==> src/rtl/speed_tick_ctrl.sv <==
// speed_tick_ctrl: push-button selectable 2/5/10 Hz rate generator.
// Produces a registered 50% square wave (clko) plus a one-cycle tick on each
// clko rising edge, all in the clk domain. Rate changes requested by the
// debounced buttons are held pending and applied only on a half-period
// boundary so clko never produces a runt pulse.
module speed_tick_ctrl #(
  parameter int unsigned CLK_HZ  = 50_000_000,
  parameter int unsigned DEB_CYC = 500_000
) (
  input  logic       clk,
  input  logic       rst_n,
  input  logic       btn_up,
  input  logic       btn_dn,
  output logic [1:0] speed,
  output logic       speed_pend,
  output logic       clko,
  output logic       tick
);

  localparam int unsigned HALF0 = CLK_HZ / 4;
  localparam int unsigned HALF1 = CLK_HZ / 10;
  localparam int unsigned HALF2 = CLK_HZ / 20;
  localparam int unsigned CW    = (HALF0 > 1) ? $clog2(HALF0) : 1;
  localparam int unsigned DW    = (DEB_CYC > 0) ? $clog2(DEB_CYC + 1) : 1;

  localparam logic [CW-1:0] LAST0   = CW'(HALF0 - 1);
  localparam logic [CW-1:0] LAST1   = CW'(HALF1 - 1);
  localparam logic [CW-1:0] LAST2   = CW'(HALF2 - 1);
  localparam logic [DW-1:0] DEB_MAX = DW'(DEB_CYC);

  typedef enum logic [1:0] {
    SPD_2HZ  = 2'd0,
    SPD_5HZ  = 2'd1,
    SPD_10HZ = 2'd2
  } speed_e;

  // bit 0 = up, bit 1 = down
  logic [1:0] btn_raw;
  logic [1:0] press;

  assign btn_raw = {btn_dn, btn_up};

  // Per-button synchronizer + debouncer. The stability counter restarts
  // whenever the synchronized level is about to change (s1 != s2), so it
  // counts cycles for which s2 has held its current value.
  for (genvar g = 0; g < 2; g++) begin : g_deb
    logic          s1_q;
    logic          s2_q;
    logic          arm_q;
    logic [DW-1:0] cnt_q;
    logic          stable;

    assign stable   = (cnt_q == DEB_MAX);
    assign press[g] = arm_q & stable & s2_q;

    // Synchronize, count stable cycles, and arm/disarm the press pulse.
    always_ff @(posedge clk or negedge rst_n) begin
      if (!rst_n) begin
        s1_q  <= 1'b0;
        s2_q  <= 1'b0;
        arm_q <= 1'b0;
        cnt_q <= '0;
      end else begin
        s1_q <= btn_raw[g];
        s2_q <= s1_q;
        if (s1_q != s2_q) begin
          cnt_q <= '0;
        end else if (!stable) begin
          cnt_q <= cnt_q + 1'b1;
        end
        if (press[g]) begin
          arm_q <= 1'b0;
        end else if (stable && !s2_q) begin
          arm_q <= 1'b1;
        end
      end
    end
  end

  speed_e        speed_q;
  speed_e        pcode_q;
  logic          pend_q;
  logic          clko_q;
  logic          tick_q;
  logic [CW-1:0] cnt_q;

  speed_e        speed_d;
  speed_e        pcode_d;
  speed_e        target;
  speed_e        res;
  logic          pend_d;
  logic          bnd;
  logic          req;
  logic [CW-1:0] last;

  // Boundary detection and request/apply arbitration. A request landing on
  // a boundary is evaluated against the speed being applied in that cycle,
  // so it stays pending until the following boundary.
  always_comb begin
    last = LAST0;
    case (speed_q)
      SPD_2HZ: last = LAST0;
      SPD_5HZ: last = LAST1;
      default: last = LAST2;
    endcase
    bnd    = (cnt_q == last);
    req    = press[0] ^ press[1];
    target = pend_q ? pcode_q : speed_q;

    res = target;
    if (press[0]) begin
      case (target)
        SPD_2HZ: res = SPD_5HZ;
        default: res = SPD_10HZ;
      endcase
    end else begin
      case (target)
        SPD_10HZ: res = SPD_5HZ;
        default:  res = SPD_2HZ;
      endcase
    end

    speed_d = (bnd && pend_q) ? pcode_q : speed_q;
    pcode_d = pcode_q;
    pend_d  = bnd ? 1'b0 : pend_q;
    if (req && (res != target)) begin
      pcode_d = res;
      pend_d  = (res != speed_d);
    end
  end

  // Half-period counter, clko/tick generation and speed state registers.
  always_ff @(posedge clk or negedge rst_n) begin
    if (!rst_n) begin
      cnt_q   <= '0;
      clko_q  <= 1'b0;
      tick_q  <= 1'b0;
      speed_q <= SPD_2HZ;
      pcode_q <= SPD_2HZ;
      pend_q  <= 1'b0;
    end else begin
      if (bnd) begin
        cnt_q  <= '0;
        clko_q <= ~clko_q;
        tick_q <= ~clko_q;
      end else begin
        cnt_q  <= cnt_q + 1'b1;
        tick_q <= 1'b0;
      end
      speed_q <= speed_d;
      pcode_q <= pcode_d;
      pend_q  <= pend_d;
    end
  end

  assign speed      = speed_q;
  assign speed_pend = pend_q;
  assign clko       = clko_q;
  assign tick       = tick_q;

endmodule
==> config.mk <==
export PLATFORM = sky130hd
export DESIGN_NAME = speed_tick_ctrl
export DESIGN_NICKNAME = d
export VERILOG_FILES = /design/src/rtl/speed_tick_ctrl.sv
export SDC_FILE = /design/constraint.sdc
export NUM_CORES = 1
export LEC_CHECK = 0
export CAP_MARGIN = 30
export CORE_MARGIN = 8
export CORE_UTILIZATION = 46
export DETAILED_ROUTE_END_ITERATION = 8
export GPL_ROUTABILITY_DRIVEN = 0
export MAX_ROUTING_LAYER = met4
export PLACE_DENSITY = 0.61
export SYNTH_ARGS = -nofsm -noshare
export SYNTH_HDL_FRONTEND = slang
export SYNTH_SLANG_ARGS = --single-unit
export TNS_END_PERCENT = 5
==> constraint.sdc <==
create_clock -name clk -period 2.25 [get_ports clk]
set_input_delay 0.675 -clock clk [delete_from_list [all_inputs] [get_ports clk]]
set_output_delay 0.675 -clock clk [all_outputs]
set_load 0.02 [all_outputs]
==> results by stage, run 1 <==
Synth:
- The most numerous cell in the Yosys netlist is dfrtp_1.
- The count of yosys warnings during synthesis is 0.
- The commonest cells after synthesis are 75 x dfrtp_1, 69 x nor2_1, 40 x xor2_1.
- The number of enable-type register cells in the synthesized netlist is 0.
- Sorting the synthesized cells by area gives the leading types as dfrtp_1 49%, xor2_1 9.2%, nor2_1 6.8%.
- In the synthesized netlist the dominant register cell turns out to be dfrtp_1.
- The synthesized design contains 75 register bits.
- The portion of the post-synthesis area used by sequential elements is 49.05%.
- For this run, asynchronously set or reset flops after synthesis account for 100.0%.
- dfrtp_1 takes more of the synthesized area than any other cell.
- The top cell type by area accounts for around half of the synthesized area.
- The synthesized netlist net count is 393.
- The synthesized area is 3826 um2.
- The mean post-synth cell area is between 9 and 10 um2.
- The number of instances in the synthesized netlist is ~380.
- The number of different library cells used by synthesis comes to 49.

Setup path:
- The worst-path maximum fanout is 7.
- The critical path arrival is between 1.5 and 2 ns.
- The signal on the critical path passes through clkdlybuf4s50_1.
- At the worst endpoint, the required time is ~1.6 ns.
- STA classifies the critical path startpoint as a flip-flop.
- The cell type group with the largest total delay on the critical path is buffers and inverters.
- The worst setup path category is reg2out.
- The category of the worst setup path capture point is an output pin.
- The combined buffer and inverter count along the critical path is 1.
- The slowest library cell on the worst path is clkdlybuf4s50_1.
- The largest single stage delay on the critical path is ~0.68 ns.

Die:
- The die boundary height is ~110 um.
- The I/O pin total is 9.
- The core region area is roughly 8100 um2.
- For this configuration, the core starts out at a cell density of roughly 47%.
- The die boundary width is 107.2 um.
- The floorplan has 33 rows.
- The die area is approximately 11000 um2.

Timing:
- The relative max-transition margin is ~70%.
- The max-slew violation count is 0.
- Timing would allow up to about 450 MHz.
- The setup clock skew after layout is roughly 0.0086 ns.
- The post-route fraction of the period consumed by the critical path is 98.72%.
- The minimum clock period is about 2.2 ns.
- The number of failing setup endpoints in the final timing report is 0.
- The final setup TNS is 0 ns.
- Setup repair after global routing left no endpoint under its margin.
- The number of failing hold endpoints at the final stage is 0.
- At the pin with the least slew margin, the transition time is between 0.4 and 0.5 ns.

Route:
- For this run, the detailed router's first-pass iteration total came to 4.
- The top routing layer in use is met4.
- The residual DRC count is 0.
- The total detailed-routing wirelength is between 7 and 8 mm.
- The total met3 wirelength after detailed routing is between 200 and 250 um.
- The detailed router's first-iteration violation count is between 100 and 150.
- The via density per instance is 5.238.
- The detailed router put a total of 3.708 mm of wire on met1.
- Summed over all nets, wire length on met2 after detailed routing comes to 3.159 mm.
- The detailed router placed about 2700 vias in this run.
- The antenna violation net count after detailed routing is 0.
- The average routed wire per standard cell is between 10 and 15 um.

Clock network:
- Counting along the longest clock path gives a buffer depth of 2.
- In this run, post-CTS hold repair placed 0 buffers.
- The number of clock sinks seen by CTS is 75.
- Counting the buffers created by CTS gives 9.
- Clock-pin slew was measured on the worst setup and hold paths at around 0.080 ns.
- Buffers added to address setup during post-CTS repair amount to 0.
- The depth of the CTS H-tree is 3.
- Clock latency on the worst-skew pair, taken at its later pin, is about 0.35 ns.
- The cell sitting at the root of the clock tree is a clkbuf_8.
- The TritonCTS clock tree is built.

Final layout:
- The post-layout instance area is approximately 4400 um2.
- The area growth from synthesis to layout is 14.68%.
- The number of nets in the layout is 415.
- The total inserted antenna cells is 0.
- Fill cells in the final layout number about 730.
- The proportion of layout cells with a drive suffix above 1 is roughly an eighth.

Min path:
- The worst hold-check path type is in2async.

Flow run:
- The tool flagged a number of max-cap violations equal to 0.

Placement:
- Port buffering added 8 buffers.
- The half-perimeter wire length after detailed placement is roughly 5.0 mm.
- In this run the cell area measured after placement is a little over 4000 um2.

Outcome:
- The run finished with clean final reports.

Global routing:
- For this run the aggregate overflow at the end of global routing stands at 0.
- The largest net degree at the start of global routing is 43.
- The via count of the first global-routing pass is approximately 2700.
- The initial antenna violation count is 0.
- Global routing used 14.05% of the available tracks.
- The first global-routing pass estimated 12.60 mm of wire.

Pwr:
- The total power per unit cell area is roughly 670 nW/um2.
- IR analysis of the VDD net gives a maximum drop of approximately 0.44 mV.
- The leakage power of the design is between 1.5 and 2 nW.
registers in the layout, indices dropped and copies added (netlist names):
register	cells
g_deb.s1_q	2
speed	2
g_deb.cnt_q	38
g_deb.arm_q	2
clko	1
g_deb.s2_q	2
speed_pend	1
cnt_q	24
tick	1
pcode_q	2
stage by stage:
stage	instances	worst slack, ns	power (mW)	hold slack [ns]	utilization, %
finish	516	0.02879	2.931	0.2591	53.95
global route	516	0.001747	3.049	0.2881	53.95
detailed placement	500	0.1221	1.548	0.3880	50.22
global placement	500	0.1911	1.545	0.3864	50.22
CTS	516	0.01619	2.970	0.2713	53.59
floorplan	384	0.1862	1.476	0.3715	-
cell families after synthesis:
logic type               Yosys count  synth area share [%]
adder cells (fa/ha/maj)            5                 1.635
AND/OR/NAND/NOR                  193                 27.34
AO/OA/AOI/OAI                     28                 4.709
multiplexers                       7                 1.995
XOR/XNOR                          56                 12.82
buffers and inverters             20                 2.452
flip-flops                        75                 49.05
layer usage:
layer	GRT usage (%)	up-vias
met3	3.779	9
met1	17.97	1310
li1	-	1359
met2	20.74	25
met4	5.427	0
met5	-	-
report_power, final:
group / switching, mW / internal (mW)
combinational: 0.0845 / 0.0479
clock: 0.502 / 0.911
sequential: 0.0193 / 1.37
total: 0.606 / 2.33
cell type report:
type	instances	area [um2]	share of cell area (%)
clock buffer	12	155.1	3.536
clock inverter	4	120.1	2.737
inverter	11	41.29	0.9410
multi-input combinational	289	1883	42.91
sequential	75	1878	42.80
tap	105	131.4	2.994
timing repair buffer	20	178.9	4.078
timing repair:
action / in CTS / in global routing
resized for setup: 1 / 7
pin swaps: 0 / 1
endpoints found under the setup margin: 1 / 3
final timing paths:
kind / to / startpoint / cells after the start / slack (ns)
min in group clk: g_deb[1].s2_q$_DFF_PN0_ / g_deb[1].s1_q$_DFF_PN0_ / 0 / 0.40
worst max-delay path: speed_pend / speed_pend$_DFFE_PN0P_ / 1 / 0.03
worst min-delay path: cnt_q[7]$_DFF_PN0_ / rst_n / 1 / 0.26
max in group asynchronous: g_deb[0].cnt_q[16]$_DFFE_PN0P_ / rst_n / 2 / 1.41
worst max register to register: speed_pend$_DFFE_PN0P_ / g_deb[0].cnt_q[0]$_DFFE_PN0P_ / 9 / 0.15
worst min register to register: g_deb[1].s2_q$_DFF_PN0_ / g_deb[1].s1_q$_DFF_PN0_ / 0 / 0.40
placed cells by master (no fill, tap or decap), types with 4 or more instances in the layout:
cell type        instances
a21oi_1                 12
inv_1                   11
clkbuf_8                11
clkdlybuf4s50_1          6
dfrtp_1                 74
ha_1                     5
or3_1                    6
and3_1                  16
xor2_1                  40
nor3_1                   4
nand4_1                  9
nand2_1                 27
buf_4                   12
bufinv_16                4
nor2_1                  69
o21ai_0                  7
xnor2_1                 16
nand3_1                 28
Power figures use the tool's default switching activity.
==> run 2, diff against run 1 <==
Settings changed: CORE_UTILIZATION 46 to 40, PLACE_DENSITY 0.61 to 0.55.
==> run 2 against run 1 <==
First-iteration DRC count is 12% higher; worst setup slack gained 0.047 ns; clock skew up 0.00097 ns; core utilization is 6.9 points lower; critical path depth unchanged; fmax up 2.2%.
==> results by stage, run 2 (synthesis results as in run 1) <==
Route:
- The total detailed-routing wirelength is 7.393 mm (+3.0%).
- The average routed wire per standard cell is 13.67 um (-1.7%).
- The antenna violation net count after detailed routing came to 0 (unchanged).
- The via count of the routed design is 2731 (+1.0%).
- The detailed router's first-iteration violation count is 113 (+12%).
- The via density per instance is 5.048 (-3.6%).
- The residual DRC count is 0 (unchanged).
- The iteration count of the initial detailed-routing pass is 4 (unchanged).

Setup path:
- The largest stage delay on the critical path is 0.67 ns (about the same).
- Traced cell by cell, the critical path runs through clkdlybuf4s50_1.
- The launching element type of the critical path is a flip-flop.
- The largest individual stage delay along the critical path comes from the cell clkdlybuf4s50_1.
- The cell type group with the largest total delay on the critical path is buffers and inverters.
- The required time reported for the critical path endpoint was 1.57 ns (about the same).
- The worst-path maximum fanout is 8 (+1).
- The category of the worst setup path capture point is an output pin.
- The worst setup path category is reg2out.
- The combined buffer and inverter count along the critical path is 1 (unchanged).
- The critical path arrival is 1.50 ns (-0.05 ns).

Final layout:
- The proportion of layout cells with a drive suffix above 1 is 12.38% (+0.21 points).
- The leading cell type in the layout, fill and taps excluded is dfrtp_1.
- The largest registers in the layout are g_deb.cnt_q x38, cnt_q x24.
- In the layout the commonest cells are 74 x dfrtp_1, 69 x nor2_1, 40 x xor2_1, 28 x nand3_1, 27 x nand2_1.
- The number of nets in the layout is 416 (+0.24%).
- The total area of multi-input combinational cells is 1881 um2 (-0.13%).
- The sequential cell area is 1878 um2 (unchanged).
- The flip-flop count of the largest register after layout was 38 (unchanged).
- The utilization after layout was 47.05% (-6.9 points).
- The total inserted antenna cells is 0 (unchanged).
- From synthesis to final layout, the design area changed by 14.16%.
- The count of fill cells added during filler insertion was 908 (+25%).
- The largest register by flop count is g_deb.cnt_q.

Timing:
- The number of failing hold endpoints at the final stage is 0 (unchanged).
- The post-route fraction of the period consumed by the critical path is 96.63% (-2.1 points).
- The max-slew violation count is 0 (unchanged).
- The number of failing setup endpoints in the final timing report was 0 (unchanged).
- The minimum clock period is 2.174 ns (-0.04700 ns).
- The slew of the pin with the lowest slew margin is 0.5407 ns (+0.08712 ns).
- The final critical-path setup slack is 0.07579 ns (+0.04700 ns).
- The setup clock skew after layout was 0.009579 ns (+0.0009659 ns).
- The final worst hold slack was 0.3114 ns (+0.05230 ns).
- The relative max-transition margin came to 63.95% (-5.6 points).
- The maximum frequency from static timing analysis is 459.9 MHz (+2.2%).

Global routing:
- The total routing resource utilization after global routing is 12.83% (-1.2 points).
- The global-route wire length before repair is 13.08 mm (+3.8%).
- The initial antenna violation count was 0 (unchanged).
- The remaining global-route overflow is 0 (unchanged).
- The largest net degree at the start of global routing came to 41 (-4.7%).
- The via count of the first global-routing pass is 2713 (+1.2%).

Die:
- The I/O pin total came to 9 (unchanged).
- The core region area was 9284 um2 (+14%).
- The die area was 12950 um2 (+13%).
- The die boundary width is 113.8 um (+6.2%).
- The initial cell density of the core was 41.21% (-5.8 points).
- The die boundary height is 113.8 um (+6.2%).
- The standard-cell row count is 35 (+6.1%).

Placement:
- The half-perimeter wire length after detailed placement came to 5.160 mm (+2.7%).
- The number of buffers added on ports came to 8 (unchanged).
- The pre-CTS worst setup slack came to 0.08716 ns (-0.03494 ns).

Clock network:
- The number of clock sinks seen by CTS is 75 (unchanged).
- TritonCTS built the clock tree.
- The register clock-pin slew on the reported worst setup and hold paths was 0.07 ns (about the same).
- The clock tree buffer depth came to 2 (unchanged).
- The number of buffers inserted to repair setup after CTS was 0 (unchanged).
- The clock insertion delay at the later pin of the skew report is 0.34 ns (about the same).
- The clock root buffer is clkbuf_8.
- The depth of the CTS H-tree came to 3 (unchanged).
- The number of buffers created by CTS is 9 (unchanged).

Outcome:
- The run finished with clean final reports.

Flow run:
- The max capacitance violation total is 0 (unchanged).

Min path:
- The worst hold-check path type is in2async.

Pwr:
- The total power came to 2.658 mW (-9.3%).
- The leakage power of the design is 1.928 nW (-2.2%).
- The total power per unit cell area is 608.5 nW/um2 (-8.9%).
- The worst ir drop on vdd came to 0.4119 mV (-7.4%).
[run 2: worst reg2reg max path: stages, from the launching register on]
cell and delay (ns):
dfrtp_1 0.39, inv_1 0.08, ha_1 0.14, and4bb_2 0.24, nand2_1 0.06, nor4_2 0.34
and3_4 0.26, mux2i_2 0.25, xnor2_1 0.15, a31oi_1 0.10
[run 2: timing repair]
item                                    in CTS  in global routing
hold buffers                                 0                  0
endpoints found under the setup margin       1                  2
gates cloned                                 0                  0
gates resized for setup                      1                  6
pin swaps                                    0                  1
[run 2: worst paths after layout]
| check | start | to | slack (ns) | depth (start not counted) |
|---|---|---|---|---|
| worst max-delay path | speed[1]$_DFF_PN0_ | speed[1] | 0.08 | 1 |
| worst min-delay path | rst_n | cnt_q[22]$_DFF_PN0_ | 0.31 | 1 |
| worst max register to register | g_deb[0].cnt_q[1]$_DFFE_PN0P_ | speed_pend$_DFFE_PN0P_ | 0.12 | 9 |
| worst min register to register | g_deb[0].s1_q$_DFF_PN0_ | g_deb[0].s2_q$_DFF_PN0_ | 0.40 | 0 |
| max in group asynchronous | rst_n | cnt_q[6]$_DFF_PN0_ | 1.39 | 2 |
| min in group clk | g_deb[0].s1_q$_DFF_PN0_ | g_deb[0].s2_q$_DFF_PN0_ | 0.40 | 0 |
[run 2: area by class of cell]
type                       instances  area share [%]
clock buffer                      12           3.323
clock inverter                     4           1.690
inverter                          11          0.9453
multi-input combinational        289           43.05
sequential                        75           43.00
tap                              129           3.695
timing repair buffer              21           4.297
[run 2: per-layer routing]
metal  vias up  routed length (um)  share of wire (%)  global-route usage (%)
met4         0                  91                1.2                   3.993
met3        11                 208                2.8                   3.645
met1      1332                3659                 49                   16.21
met2        24                3433                 46                   19.49
met5         -                   0                  0                       -
li1       1364                   -                  -                       -
[run 2: through the flow]
stage | setup TNS (ns) | instance area [um2] | std cells
global placement | 0 | 4123 | 525
finish | 0 | 4368 | 541
CTS | 0 | 4343 | 541
detailed placement | 0 | 4123 | 525
floorplan | 0 | 3826 | 384
global route | -0.03469 | 4368 | 541
[run 2: power breakdown]
part	leakage (nW)	total, mW	switching (mW)	internal [mW]
Clock	0.111	1.14	0.482	0.656
Sequential	1.02	1.39	0.0198	1.37
Combinational	0.800	0.133	0.0837	0.0493
==> run 3, diff against run 2 <==
Settings changed: CTS_CLUSTER_SIZE set to 24, GPL_TIMING_DRIVEN set to 0.
==> run 3 against run 2 <==
Clock skew fell by 0.0033 ns; sequential share of layout area shrank 0.22 points; combinational power about the same; worst hold slack got worse by 0.090 ns; die area stayed put; sequential power barely moved; critical endpoint is now speed_pend$_DFFE_PN0P_; fmax rose by 0.47%; non-clock buffer count up 3; total power fell by 4.6%.
==> results by stage, run 3 (synthesis results as in run 1) <==
Outcome:
- The flow ran to the end, and the final reports show no timing, DRC or antenna violations.

Route:
- The iteration count of the initial detailed-routing pass is 4 (unchanged).
- The residual DRC count is 0 (unchanged).
- The via density per instance came to 5.007 (-0.81%).
- The via count of the routed design is 2724 (-0.26%).
- The detailed router's first-iteration violation count is 68 (-40%).
- The total detailed-routing wirelength came to 7.310 mm (-1.1%).
- The average routed wire per standard cell is 13.44 um (-1.7%).
- The antenna violation net count after detailed routing is 0 (unchanged).

Placement:
- The pre-CTS worst setup slack is -0.08524 ns (-0.1724 ns).
- The area of placed instances is 4093 um2 (-0.73%).
- The half-perimeter wire length after detailed placement was 5.104 mm (-1.1%).
- The number of buffers added on ports was 8 (unchanged).

Final layout:
- The flip-flop count of the largest register after layout is 38 (unchanged).
- The number of nets in the layout is 419 (+0.72%).
- Relative to the synthesized area, the layout overhead comes to 14.68%.
- The total inserted antenna cells was 0 (unchanged).
- The top cell types in the final layout, fill and taps aside, are 75 x dfrtp_1, 69 x nor2_1, 40 x xor2_1, 28 x nand3_1, 27 x nand2_1.
- The count of fill cells added during filler insertion was 896 (-1.3%).
- The post-layout instance area is 4388 um2 (+0.46%).
- The library cell used most frequently in the layout, excluding fill and tap cells, is dfrtp_1.
- The proportion of layout cells with a drive suffix above 1 is 12.05% (-0.33 points).
- The total area of multi-input combinational cells is 1908 um2 (+1.5%).
- The sequential cell area came to 1877 um2 (about the same).
- The largest registers in the layout are g_deb.cnt_q x38, cnt_q x24.
- g_deb.cnt_q holds more flip-flops than any other register.

Timing:
- The final critical-path setup slack was 0.08603 ns (+0.01024 ns).
- The final worst hold slack is 0.2215 ns (-0.08989 ns).
- The max-slew violation count is 0 (unchanged).
- The relative max-transition margin is 48.98% (-15 points).
- The number of failing setup endpoints in the final timing report is 0 (unchanged).
- The post-route fraction of the period consumed by the critical path is 96.18% (-0.46 points).
- The number of failing hold endpoints at the final stage was 0 (unchanged).
- The minimum clock period is 2.164 ns (-0.01024 ns).
- The maximum frequency from static timing analysis came to 462.1 MHz (+0.47%).
- The slew of the pin with the lowest slew margin came to 0.7627 ns (+0.2220 ns).
- The setup clock skew after layout was 0.006318 ns (-0.003261 ns).
- Setup repair after global routing could not meet its margin everywhere.

Min path:
- The tightest min-delay check is of the in2async type.

Setup path:
- The combined buffer and inverter count along the critical path is 1 (unchanged).
- The required time reported for the critical path endpoint is 2.46 ns (+0.89 ns).
- The largest stage delay on the critical path is 0.55 ns (-0.12 ns).
- The launching element type of the critical path is a flip-flop.
- The slowest library cell on the worst path is or4b_4.
- STA classifies the critical path endpoint as a flip-flop.
- The cell type group with the largest total delay on the critical path is simple AND/OR/NAND/NOR gates.
- The worst setup path category is reg2reg.
- The critical path arrival came to 2.37 ns (+0.87 ns).
- Walking the worst path, the cells encountered are or4b_4, nor4_4, and3_1, buf_6, mux2i_4, xnor2_1, a31oi_1.
- The worst-path maximum fanout is 4 (-4).

Clock network:
- The depth of the CTS H-tree is 3 (unchanged).
- The number of buffers created by CTS came to 9 (unchanged).
- The number of clock sinks seen by CTS came to 75 (unchanged).
- The register clock-pin slew on the reported worst setup and hold paths is 0.08 ns (about the same).
- The clock tree buffer depth is 2 (unchanged).
- The clock insertion delay at the later pin of the skew report is 0.33 ns (about the same).
- The clock root buffer is clkbuf_8.
- The TritonCTS clock tree is built.

Pwr:
- The worst ir drop on vdd came to 0.2994 mV (-27%).
- The total power is 2.536 mW (-4.6%).
- The total power per unit cell area is 577.9 nW/um2 (-5.0%).
- The leakage power of the design came to 1.947 nW (+0.94%).

Die:
- The I/O pin total is 9 (unchanged).
- The die boundary height came to 113.8 um (unchanged).
- The core region area is 9284 um2 (unchanged).
- The die boundary width is 113.8 um (unchanged).
- The initial cell density of the core came to 41.21% (unchanged).
- The die area is 12950 um2 (unchanged).
- The standard-cell row count is 35 (unchanged).

Global routing:
- The total routing resource utilization after global routing was 12.49% (-0.34 points).
- The via count of the first global-routing pass was 2738 (+0.92%).
- The global-route wire length before repair is 12.82 mm (-2.0%).
- The largest net degree at the start of global routing is 56 (+37%).
- The initial antenna violation count is 0 (unchanged).
- The remaining global-route overflow is 0 (unchanged).

Flow run:
- The max capacitance violation total is 0 (unchanged).
run 3: cell count changes in the layout (fill, tap and decap cells not counted), moves of 2 or more:
cell | previous run | this run
buf_6 | 0 | 2
mux2i_2 | 2 | 0
clkinv_2 | 1 | 3
buf_4 | 13 | 8
mux2i_4 | 0 | 2
clkbuf_1 | 2 | 4
buf_2 | 0 | 3
run 3: final cells by class:
| class | count | area share [%] |
|---|---|---|
| Sequential cell | 75 | 42.77 |
| Buffer | 9 | 1.283 |
| Multi-Input combinational cell | 289 | 43.48 |
| Tap cell | 129 | 3.678 |
| Clock buffer | 11 | 3.222 |
| Timing Repair Buffer | 15 | 3.422 |
| Inverter | 11 | 0.9410 |
| Clock inverter | 5 | 1.198 |
run 3: power breakdown:
part	switching, mW	total (mW)	internal (mW)
registers	0.0218	1.39	1.37
logic	0.0842	0.131	0.0464
clock network	0.478	1.02	0.538
run 3: worst reg2reg max path: cells and delay by family, from the launching register on:
kind            cells  cell delay, ns
simple gates        3            1.02
buf+inv             1            0.14
compound gates      1            0.09
mux                 1            0.24
xor+xnor            1            0.14
flops               1            0.42
run 3: path summary, 6_finish.rpt:
path,from,endpoint,slack [ns],cells after the start
max reg2reg,g_deb[0].cnt_q[6]$_DFFE_PN0P_,speed_pend$_DFFE_PN0P_,0.09,7
min in group clk,g_deb[0].s1_q$_DFF_PN0_,g_deb[0].s2_q$_DFF_PN0_,0.40,0
max,g_deb[0].cnt_q[6]$_DFFE_PN0P_,speed_pend$_DFFE_PN0P_,0.09,7
min,rst_n,cnt_q[6]$_DFF_PN0_,0.22,1
min reg2reg,g_deb[0].s1_q$_DFF_PN0_,g_deb[0].s2_q$_DFF_PN0_,0.40,0
max in group asynchronous,rst_n,cnt_q[13]$_DFF_PN0_,1.47,2
run 3: what timing repair did:
action	4_1_cts	5_1_grt
endpoints found under the setup margin	2	2
gates resized for setup	3	6
gates cloned	0	0
hold buffers	0	0
pin swaps	1	5
buffers inserted	1	5
run 3: stage by stage:
step	util (%)	setup TNS, ns	std cells
finish	47.26	0	544
global route	47.26	-0.04084	544
CTS	46.40	0	539
detailed placement	44.08	-0.1291	522
global placement	43.81	-165.39	521
floorplan	-	0	384
run 3: per-layer routing:
layer,track usage (%),share of wire [%]
met1,16.32,51
met2,18.46,45
met3,2.166,2.4
met4,5.945,1.8
met5,-,0
